==> src/rtl/can_clic_seq_if.sv <==
// Claim/configuration bundle between interrupt sources, the core and can_clic_seq.
// The master side drives requests and claims; the slave side is the arbiter.
interface can_clic_seq_if #(
    parameter int NR_SOURCES    = 16,
    parameter int NR_PRIO_BITS  = 3,
    localparam int NR_INDEX_BITS = $clog2(NR_SOURCES)
);
    logic [NR_SOURCES-1:0]              set_i;
    logic [NR_SOURCES-1:0]              enable_i;
    logic [NR_SOURCES*NR_PRIO_BITS-1:0] prio_i;
    logic [NR_PRIO_BITS-1:0]            threshold_i;
    logic                               irq_valid_o;
    logic [NR_INDEX_BITS-1:0]           irq_index_o;
    logic [NR_PRIO_BITS-1:0]            irq_prio_o;
    logic                               irq_ready_i;
    logic [NR_SOURCES-1:0]              pending_o;
    logic                               busy_o;

    modport master (
        output set_i, enable_i, prio_i, threshold_i, irq_ready_i,
        input  irq_valid_o, irq_index_o, irq_prio_o, pending_o, busy_o
    );

    modport slave (
        input  set_i, enable_i, prio_i, threshold_i, irq_ready_i,
        output irq_valid_o, irq_index_o, irq_prio_o, pending_o, busy_o
    );
endinterface

==> src/rtl/can_clic_seq.sv <==
// Bit-serial CAN-style interrupt arbiter: latches pend requests, resolves the winner
// one bit per cycle (priority MSB first, then index MSB first) and offers it for claim.
//
// state    | meaning
// IDLE     | waiting for an enabled pending source; snapshots inputs on start
// ARB_PRIO | eliminating contenders on one priority bit per cycle
// ARB_IDX  | eliminating contenders on one index bit per cycle, then threshold test
// OFFER    | winner presented on irq_*_o until the core claims it
module can_clic_seq #(
    parameter int NR_SOURCES    = 16,
    parameter int NR_PRIO_BITS  = 3,
    localparam int NR_INDEX_BITS = $clog2(NR_SOURCES)
) (
    input  logic clk,
    input  logic rst_n,
    can_clic_seq_if.slave bus
);
    localparam int MAX_BITS = (NR_PRIO_BITS > NR_INDEX_BITS) ? NR_PRIO_BITS : NR_INDEX_BITS;
    localparam int CNT_W    = $clog2(MAX_BITS + 1);

    typedef enum logic [1:0] {IDLE, ARB_PRIO, ARB_IDX, OFFER} state_t;

    state_t                             r_state;
    logic [NR_SOURCES-1:0]              r_pending;
    logic [NR_SOURCES-1:0]              r_cont;
    logic [NR_SOURCES*NR_PRIO_BITS-1:0] r_prio_snap;
    logic [NR_PRIO_BITS-1:0]            r_thr;
    logic [CNT_W-1:0]                   r_cnt;
    logic                               r_valid;
    logic [NR_INDEX_BITS-1:0]           r_index;
    logic [NR_PRIO_BITS-1:0]            r_prio;

    logic [NR_SOURCES-1:0]              w_mask;
    logic [NR_SOURCES-1:0]              w_hit;
    logic [NR_SOURCES-1:0]              w_next_cont;
    logic [NR_SOURCES-1:0]              w_clr;
    logic [NR_PRIO_BITS-1:0]            w_psh;
    logic [NR_INDEX_BITS-1:0]           w_ish;
    logic [NR_INDEX_BITS-1:0]           w_win_idx;
    logic [NR_PRIO_BITS-1:0]            w_win_prio;

    always_comb begin
        w_mask     = '0;
        w_psh      = '0;
        w_ish      = '0;
        w_win_idx  = '0;
        w_win_prio = '0;
        w_clr      = '0;
        for (int i = 0; i < NR_SOURCES; i++) begin
            w_psh = r_prio_snap[i*NR_PRIO_BITS +: NR_PRIO_BITS] >> r_cnt;
            w_ish = NR_INDEX_BITS'(i) >> r_cnt;
            w_mask[i] = (r_state == ARB_PRIO) ? w_psh[0] : w_ish[0];
        end
        // A bit that nobody in the field has set eliminates nobody.
        w_hit       = r_cont & w_mask;
        w_next_cont = (|w_hit) ? w_hit : r_cont;
        for (int i = 0; i < NR_SOURCES; i++) begin
            if (w_next_cont[i]) begin
                w_win_idx  = NR_INDEX_BITS'(i);
                w_win_prio = r_prio_snap[i*NR_PRIO_BITS +: NR_PRIO_BITS];
            end
            w_clr[i] = r_valid & bus.irq_ready_i & (r_index == NR_INDEX_BITS'(i)) & ~bus.set_i[i];
        end
    end

    always_ff @(posedge clk) begin
        if (!rst_n) begin
            r_state     <= IDLE;
            r_pending   <= '0;
            r_cont      <= '0;
            r_prio_snap <= '0;
            r_thr       <= '0;
            r_cnt       <= '0;
            r_valid     <= 1'b0;
            r_index     <= '0;
            r_prio      <= '0;
        end else begin
            r_pending <= (r_pending | bus.set_i) & ~w_clr;
            case (r_state)
                IDLE: begin
                    if (|(r_pending & bus.enable_i)) begin
                        r_cont      <= r_pending & bus.enable_i;
                        r_prio_snap <= bus.prio_i;
                        r_thr       <= bus.threshold_i;
                        r_cnt       <= CNT_W'(NR_PRIO_BITS - 1);
                        r_state     <= ARB_PRIO;
                    end
                end
                ARB_PRIO: begin
                    r_cont <= w_next_cont;
                    if (r_cnt == '0) begin
                        r_cnt   <= CNT_W'(NR_INDEX_BITS - 1);
                        r_state <= ARB_IDX;
                    end else begin
                        r_cnt <= r_cnt - CNT_W'(1);
                    end
                end
                ARB_IDX: begin
                    r_cont <= w_next_cont;
                    if (r_cnt == '0) begin
                        if (w_win_prio > r_thr) begin
                            r_index <= w_win_idx;
                            r_prio  <= w_win_prio;
                            r_valid <= 1'b1;
                            r_state <= OFFER;
                        end else begin
                            r_state <= IDLE;
                        end
                    end else begin
                        r_cnt <= r_cnt - CNT_W'(1);
                    end
                end
                OFFER: begin
                    if (bus.irq_ready_i) begin
                        r_valid <= 1'b0;
                        r_state <= IDLE;
                    end
                end
                default: r_state <= IDLE;
            endcase
        end
    end

    assign bus.irq_valid_o = r_valid;
    assign bus.irq_index_o = r_index;
    assign bus.irq_prio_o  = r_prio;
    assign bus.pending_o   = r_pending;
    assign bus.busy_o      = (r_state != IDLE);
endmodule

==> src/flat_wrapper.sv <==
// flat-port wrapper written by rule: the top's interface ports become plain ports
module can_clic_seq_flat 
#(
    parameter int NR_SOURCES    = 16,
    parameter int NR_PRIO_BITS  = 3,
    localparam int NR_INDEX_BITS = $clog2(NR_SOURCES)
)
  (clk, rst_n, bus_set_i, bus_enable_i, bus_prio_i, bus_threshold_i, bus_irq_ready_i, bus_irq_valid_o, bus_irq_index_o, bus_irq_prio_o, bus_pending_o, bus_busy_o);
  can_clic_seq_if #(.NR_SOURCES(NR_SOURCES), .NR_PRIO_BITS(NR_PRIO_BITS)) bus_i ();
  input  logic clk;
  input  logic rst_n;
  input wire logic [$bits(bus_i.set_i)-1:0] bus_set_i;
  input wire logic [$bits(bus_i.enable_i)-1:0] bus_enable_i;
  input wire logic [$bits(bus_i.prio_i)-1:0] bus_prio_i;
  input wire logic [$bits(bus_i.threshold_i)-1:0] bus_threshold_i;
  input wire logic [$bits(bus_i.irq_ready_i)-1:0] bus_irq_ready_i;
  output wire logic [$bits(bus_i.irq_valid_o)-1:0] bus_irq_valid_o;
  output wire logic [$bits(bus_i.irq_index_o)-1:0] bus_irq_index_o;
  output wire logic [$bits(bus_i.irq_prio_o)-1:0] bus_irq_prio_o;
  output wire logic [$bits(bus_i.pending_o)-1:0] bus_pending_o;
  output wire logic [$bits(bus_i.busy_o)-1:0] bus_busy_o;
  assign bus_i.set_i = bus_set_i;
  assign bus_i.enable_i = bus_enable_i;
  assign bus_i.prio_i = bus_prio_i;
  assign bus_i.threshold_i = bus_threshold_i;
  assign bus_i.irq_ready_i = bus_irq_ready_i;
  assign bus_irq_valid_o = bus_i.irq_valid_o;
  assign bus_irq_index_o = bus_i.irq_index_o;
  assign bus_irq_prio_o = bus_i.irq_prio_o;
  assign bus_pending_o = bus_i.pending_o;
  assign bus_busy_o = bus_i.busy_o;
  can_clic_seq #(.NR_SOURCES(NR_SOURCES), .NR_PRIO_BITS(NR_PRIO_BITS)) u_core (.clk(clk), .rst_n(rst_n), .bus(bus_i));
endmodule
==> config.mk <==
export PLATFORM = sky130hd
export DESIGN_NAME = can_clic_seq_flat
export DESIGN_NICKNAME = d
export VERILOG_FILES = /design/src/rtl/can_clic_seq_if.sv /design/src/rtl/can_clic_seq.sv /design/src/flat_wrapper.sv
export SDC_FILE = /design/constraint.sdc
export NUM_CORES = 1
export LEC_CHECK = 0
export BUFFER_PORTS_ARGS = -buffer_cell sky130_fd_sc_hd__buf_2
export CAP_MARGIN = 40
export CORE_MARGIN = 3
export CORE_UTILIZATION = 27
export CTS_BUF_LIST = sky130_fd_sc_hd__clkbuf_4 sky130_fd_sc_hd__clkbuf_8
export CTS_CLUSTER_DIAMETER = 60
export DETAILED_ROUTE_END_ITERATION = 12
export GPL_TIMING_DRIVEN = 1
export HOLD_SLACK_MARGIN = 0.03
export PLACE_DENSITY = 0.53
export SLEW_MARGIN = 40
export SYNTH_ARGS = -nofsm -noshare
export SYNTH_HDL_FRONTEND = slang
export SYNTH_SLANG_ARGS = --single-unit
==> constraint.sdc <==
create_clock -name clk -period 4.61 [get_ports clk]
set_input_delay 0.2305 -clock clk [delete_from_list [all_inputs] [get_ports clk]]
set_output_delay 0.2305 -clock clk [all_outputs]
set_load 0.005 [all_outputs]
==> summary.log <==
[route] final routed DRC violation total 0
[layout] leading cell types in the layout, fill and taps excluded 125 x buf_4, 111 x buf_2, 110 x nor2_1, 94 x dfxtp_1, 53 x nand2_1
[place] detailed-placement wirelength estimate 17.1 mm
[floorplan] Starting Density 0.276
[route] drt via density 5.08
[pwr] Reg power frac 0.193
[worst_setup_path] sort of element at the end of the critical path register
[synthesis] synthesized netlist net count 820
[route] total routed wirelength 22.6 mm
[synthesis] Simple-Gate Fraction of Synth Area 0.234
[timing] RSZ-0062 raised after global routing yes
[pwr] static leakage power 3.62 nW
[hold_path] cell count of the worst hold path 3
[synthesis] xor/xnor cell area share of the yosys netlist 0
[synthesis] fraction of the mapped netlist area in adder cells 0.0236
[synthesis] count of flip-flops with a built-in enable after synthesis 0
[floorplan] die span in y 153 um
[timing] post-route setup TNS -0.361 ns
[synthesis] post-synthesis sequential area ratio 0.330
[layout] layout cells sized above 1 0.358
[grt] maximum number of pins on one net before global-route repair 47
[timing] Slew HR 0.539
[pwr] internal power 3.72 mW
[timing] Fmax 213 MHz
[worst_setup_path] startpoint of the most critical register-to-register path u_core.r_state[1]
[pwr] total power 6.87 mW
[synthesis] prevailing post-synth register cell dfxtp_1
[pwr] total power divided by cell area 824 mW/mm2
[clock_network] clock buffers created by TritonCTS 9
[clock_network] maximum level of the CTS H-tree 3
[layout] flip-flop and latch area 0.00192 mm2
[synthesis] post-synthesis instance area 0.00582 mm2
[synthesis] async set-reset flop share out of synthesis 0
[pwr] net switching share of the total power 0.458
[synthesis] mux share of post-synthesis cell area 0.0972
[route] average routed wire per standard cell 18.4 um
[grt] Total Routing Usage GR 0.182
[grt] via count of the first global-routing pass 5828
[worst_setup_path] Worst EP required 4.89 ns
[status] outcome finished, violations left
[layout] Area growth syn-to-layout 43.1%
[worst_setup_path] cells on worst reg2reg path 24
[floorplan] placeable core area 0.0211 mm2
[synthesis] share of the synthesized area in the top cell type 0.330
[synthesis] post-synthesis register bit count 96
[grt] overall overflow remaining after global route 0
[synthesis] cell types occupying the most area after synthesis dfxtp_1 33%, mux2i_1 8.9%, nor2_1 7.3%
[layout] Fillers 2201
[worst_setup_path] critical path type register to register
[status] failing checks negative setup slack
[worst_setup_path] Worst EP arrival 4.98 ns
[layout] commonest non-fill, non-tap cell in the layout buf_4
[pwr] logic gate share of total power 0.720
[hold_path] hold_sp bus_set_i[11]
[grt] global-route wire length before repair 33.7 mm
[pwr] Clk pwr share 0.087
[synthesis] number of standard cells after synthesis 723
[clock_network] clock transition at the registers of the reported paths 0.10 ns
[worst_setup_path] Worst Path Max Fanout 10
[hold_path] Min-Delay Endpoint u_core.bus.pending_o[11]
[timing] ratio of final minimum period to clock period 1.02
[floorplan] die footprint 0.0234 mm2
[clock_network] CTS tree built
[worst_setup_path] worst reg-to-reg setup slack -0.09 ns
[clock_network] sink count of the clock tree 96
[worst_setup_path] r2r endpoint u_core.bus.irq_prio_o[0]
[timing] number of endpoints with negative hold slack in the final report 0
[floorplan] IO Pins 111
[synthesis] average size of a mapped cell 8.05 um2
[clock_network] later-pin clock latency in the skew report 0.39 ns
[pwr] Worst VDD drop 0.301 mV
[run] number of max-cap violations 0
[route] via total after detailed routing 6248
[clock_network] number of buffers between clock root and the deepest sink 2
[synthesis] area fraction in compound gates after synthesis 0.255
[pwr] Psw 3.14 mW
[place] Final GP Congestion 0.936
[synthesis] number of warnings issued by yosys 0
[place] Placed Cells 1176
[timing] PnR worst setup slack -0.0887 ns
[synthesis] count of different cell masters after synthesis 85
[timing] final-report max-slew violation count 0
[clock_network] clock tree root buffer cell clkbuf_8
[route] ANT nets after route 0
[timing] smallest hold slack 0.0541 ns
[place] number of buffers added on ports 110
[synthesis] library cell occupying the most area in the post-synthesis netlist dfxtp_1
[grt] antenna violations before repair 0
[route] first-iteration detailed-routing DRC count 500
[layout] count of antenna diodes in the layout 0
[layout] final non-filler cell total 1229
[hold_path] class of the tightest hold or removal check primary input to register
[synthesis] largest family of logic cells by synthesized area compound AO/OA/AOI/OAI gates
[layout] Final nets 1046
[timing] post-layout min period 4.70 ns
[floorplan] floorplan die width 153 um
[floorplan] floorplan row count 53
[timing] transition time at the pin with the least slew margin 0.691 ns
[timing] Worst Skew 0.0141 ns
[worst_setup_path] crit path launch type register
[timing] number of setup violations in the final report 6
[route] DRT Pass-1 Iters 5
[layout] combined area of the multi-input logic cells 0.00394 mm2
[critical path: stages (launching register included)]
cell,delay (ns)
dfxtp_2,0.34
inv_2,0.07
ha_4,0.19
buf_8,0.15
or3b_1,0.37
o32a_1,0.20
o22ai_2,0.23
nor4bb_4,0.07
buf_4,0.16
nand4b_4,0.16
buf_12,0.14
o211ai_1,0.12
buf_4,0.16
buf_4,0.13
a221oi_4,0.30
o2111ai_4,0.23
a21oi_2,0.16
o21bai_1,0.09
ha_1,0.31
buf_4,0.13
o21ai_4,0.07
a21oi_4,0.22
nand2_4,0.12
a2111oi_1,0.36
nor3_1,0.09
[final cells by class]
class,instances,area share
clock buffers,11,0.0182
clock inverters,5,0.00661
flip-flops and latches,96,0.231
well taps,275,0.0413
multi-input cells,552,0.473
inverters,33,0.0150
repair buffers,257,0.215
[sequential cells by signal, indices dropped and copies added (netlist names)]
register and cells:
u_core.bus.irq_index_o 4, u_core.bus.irq_prio_o 3, u_core.bus.irq_valid_o 1, u_core.bus.pending_o 16
u_core.r_cnt 3, u_core.r_cont 16, u_core.r_prio_snap 48, u_core.r_state 2
u_core.r_thr 3
[stage by stage]
stage           util  instance area [um2]  worst slack [ns]
3_3_place_gp   0.350                 7380            -0.307
6_report       0.395                 8330           -0.0887
2_1_floorplan      -                 5820             0.183
4_1_cts        0.376                 7930           0.00414
3_5_place_dp   0.351                 7410            -0.442
5_1_grt        0.395                 8330            -0.257
[kinds of logic (layout without fill, tap and decap cells)]
| group | Yosys count | after routing |
|---|---|---|
| AND/OR/NAND/NOR | 276 | 276 |
| AO/OA/AOI/OAI | 209 | 209 |
| flip-flops | 96 | 96 |
| buffers and inverters | 75 | 306 |
| multiplexers | 56 | 56 |
| adder cells (fa/ha/maj) | 11 | 11 |
[synth_stat cells (5+ instances only)]
| library cell | count |
|---|---|
| o21ai_0 | 38 |
| o21a_1 | 5 |
| nor2_1 | 113 |
| mux2i_1 | 52 |
| a21oi_1 | 51 |
| nor2b_1 | 15 |
| nand4_1 | 7 |
| nor3_1 | 10 |
| inv_1 | 32 |
| a31oi_1 | 10 |
| ha_1 | 11 |
| buf_2 | 8 |
| nand3_1 | 26 |
| a311oi_1 | 7 |
| o211ai_1 | 11 |
| nand2_1 | 56 |
| clkbuf_1 | 21 |
| a22oi_1 | 5 |
| nand2b_1 | 17 |
| a211oi_1 | 17 |
| dfxtp_1 | 96 |
[power groups by stage]
stage          combinational, mW  clock (mW)  sequential [mW]
2_1_floorplan               2.33           0             1.21
3_3_place_gp                3.92           0             1.33
3_5_place_dp                3.95           0             1.32
4_1_cts                     4.28       0.612             1.31
5_1_grt                     5.28       0.648             1.35
6_report                    4.94       0.595             1.33
[worst max-delay path by stage]
stage / from / end / cells past startpoint
6_report: u_core.r_state[1] / u_core.bus.irq_prio_o[0] / 24
5_1_grt: u_core.r_state[1] / u_core.bus.irq_index_o[0] / 26
4_1_cts: u_core.r_state[1] / u_core.bus.irq_prio_o[0] / 21
3_5_place_dp: u_core.r_state[1] / u_core.bus.irq_prio_o[1] / 22
3_3_place_gp: u_core.r_state[1] / u_core.bus.irq_valid_o / 25
2_1_floorplan: u_core.r_state[1] / u_core.bus.irq_index_o[2] / 26
[metal layers]
metal | global-route usage | part of all wire | wire (um) | vias to the layer above
li1 | - | - | - | 3074
met1 | 0.256 | 0.46 | 10500 | 2922
met2 | 0.287 | 0.45 | 10200 | 223
met3 | 0.0348 | 0.065 | 1480 | 29
met4 | 0.0458 | 0.019 | 426 | 0
met5 | 0 | 0 | 0 | -
[what timing repair did]
| action | 4_1_cts | 5_1_grt |
|---|---|---|
| hold endpoints to repair | 8 | 0 |
| pin swaps | 11 | 25 |
| gates resized for setup | 34 | 50 |
| setup endpoints to repair | 10 | 10 |
| cloned | 1 | 0 |
| hold buffers | 8 | 0 |
| buffers inserted | 3 | 25 |
(Power assumes the default switching activity.)
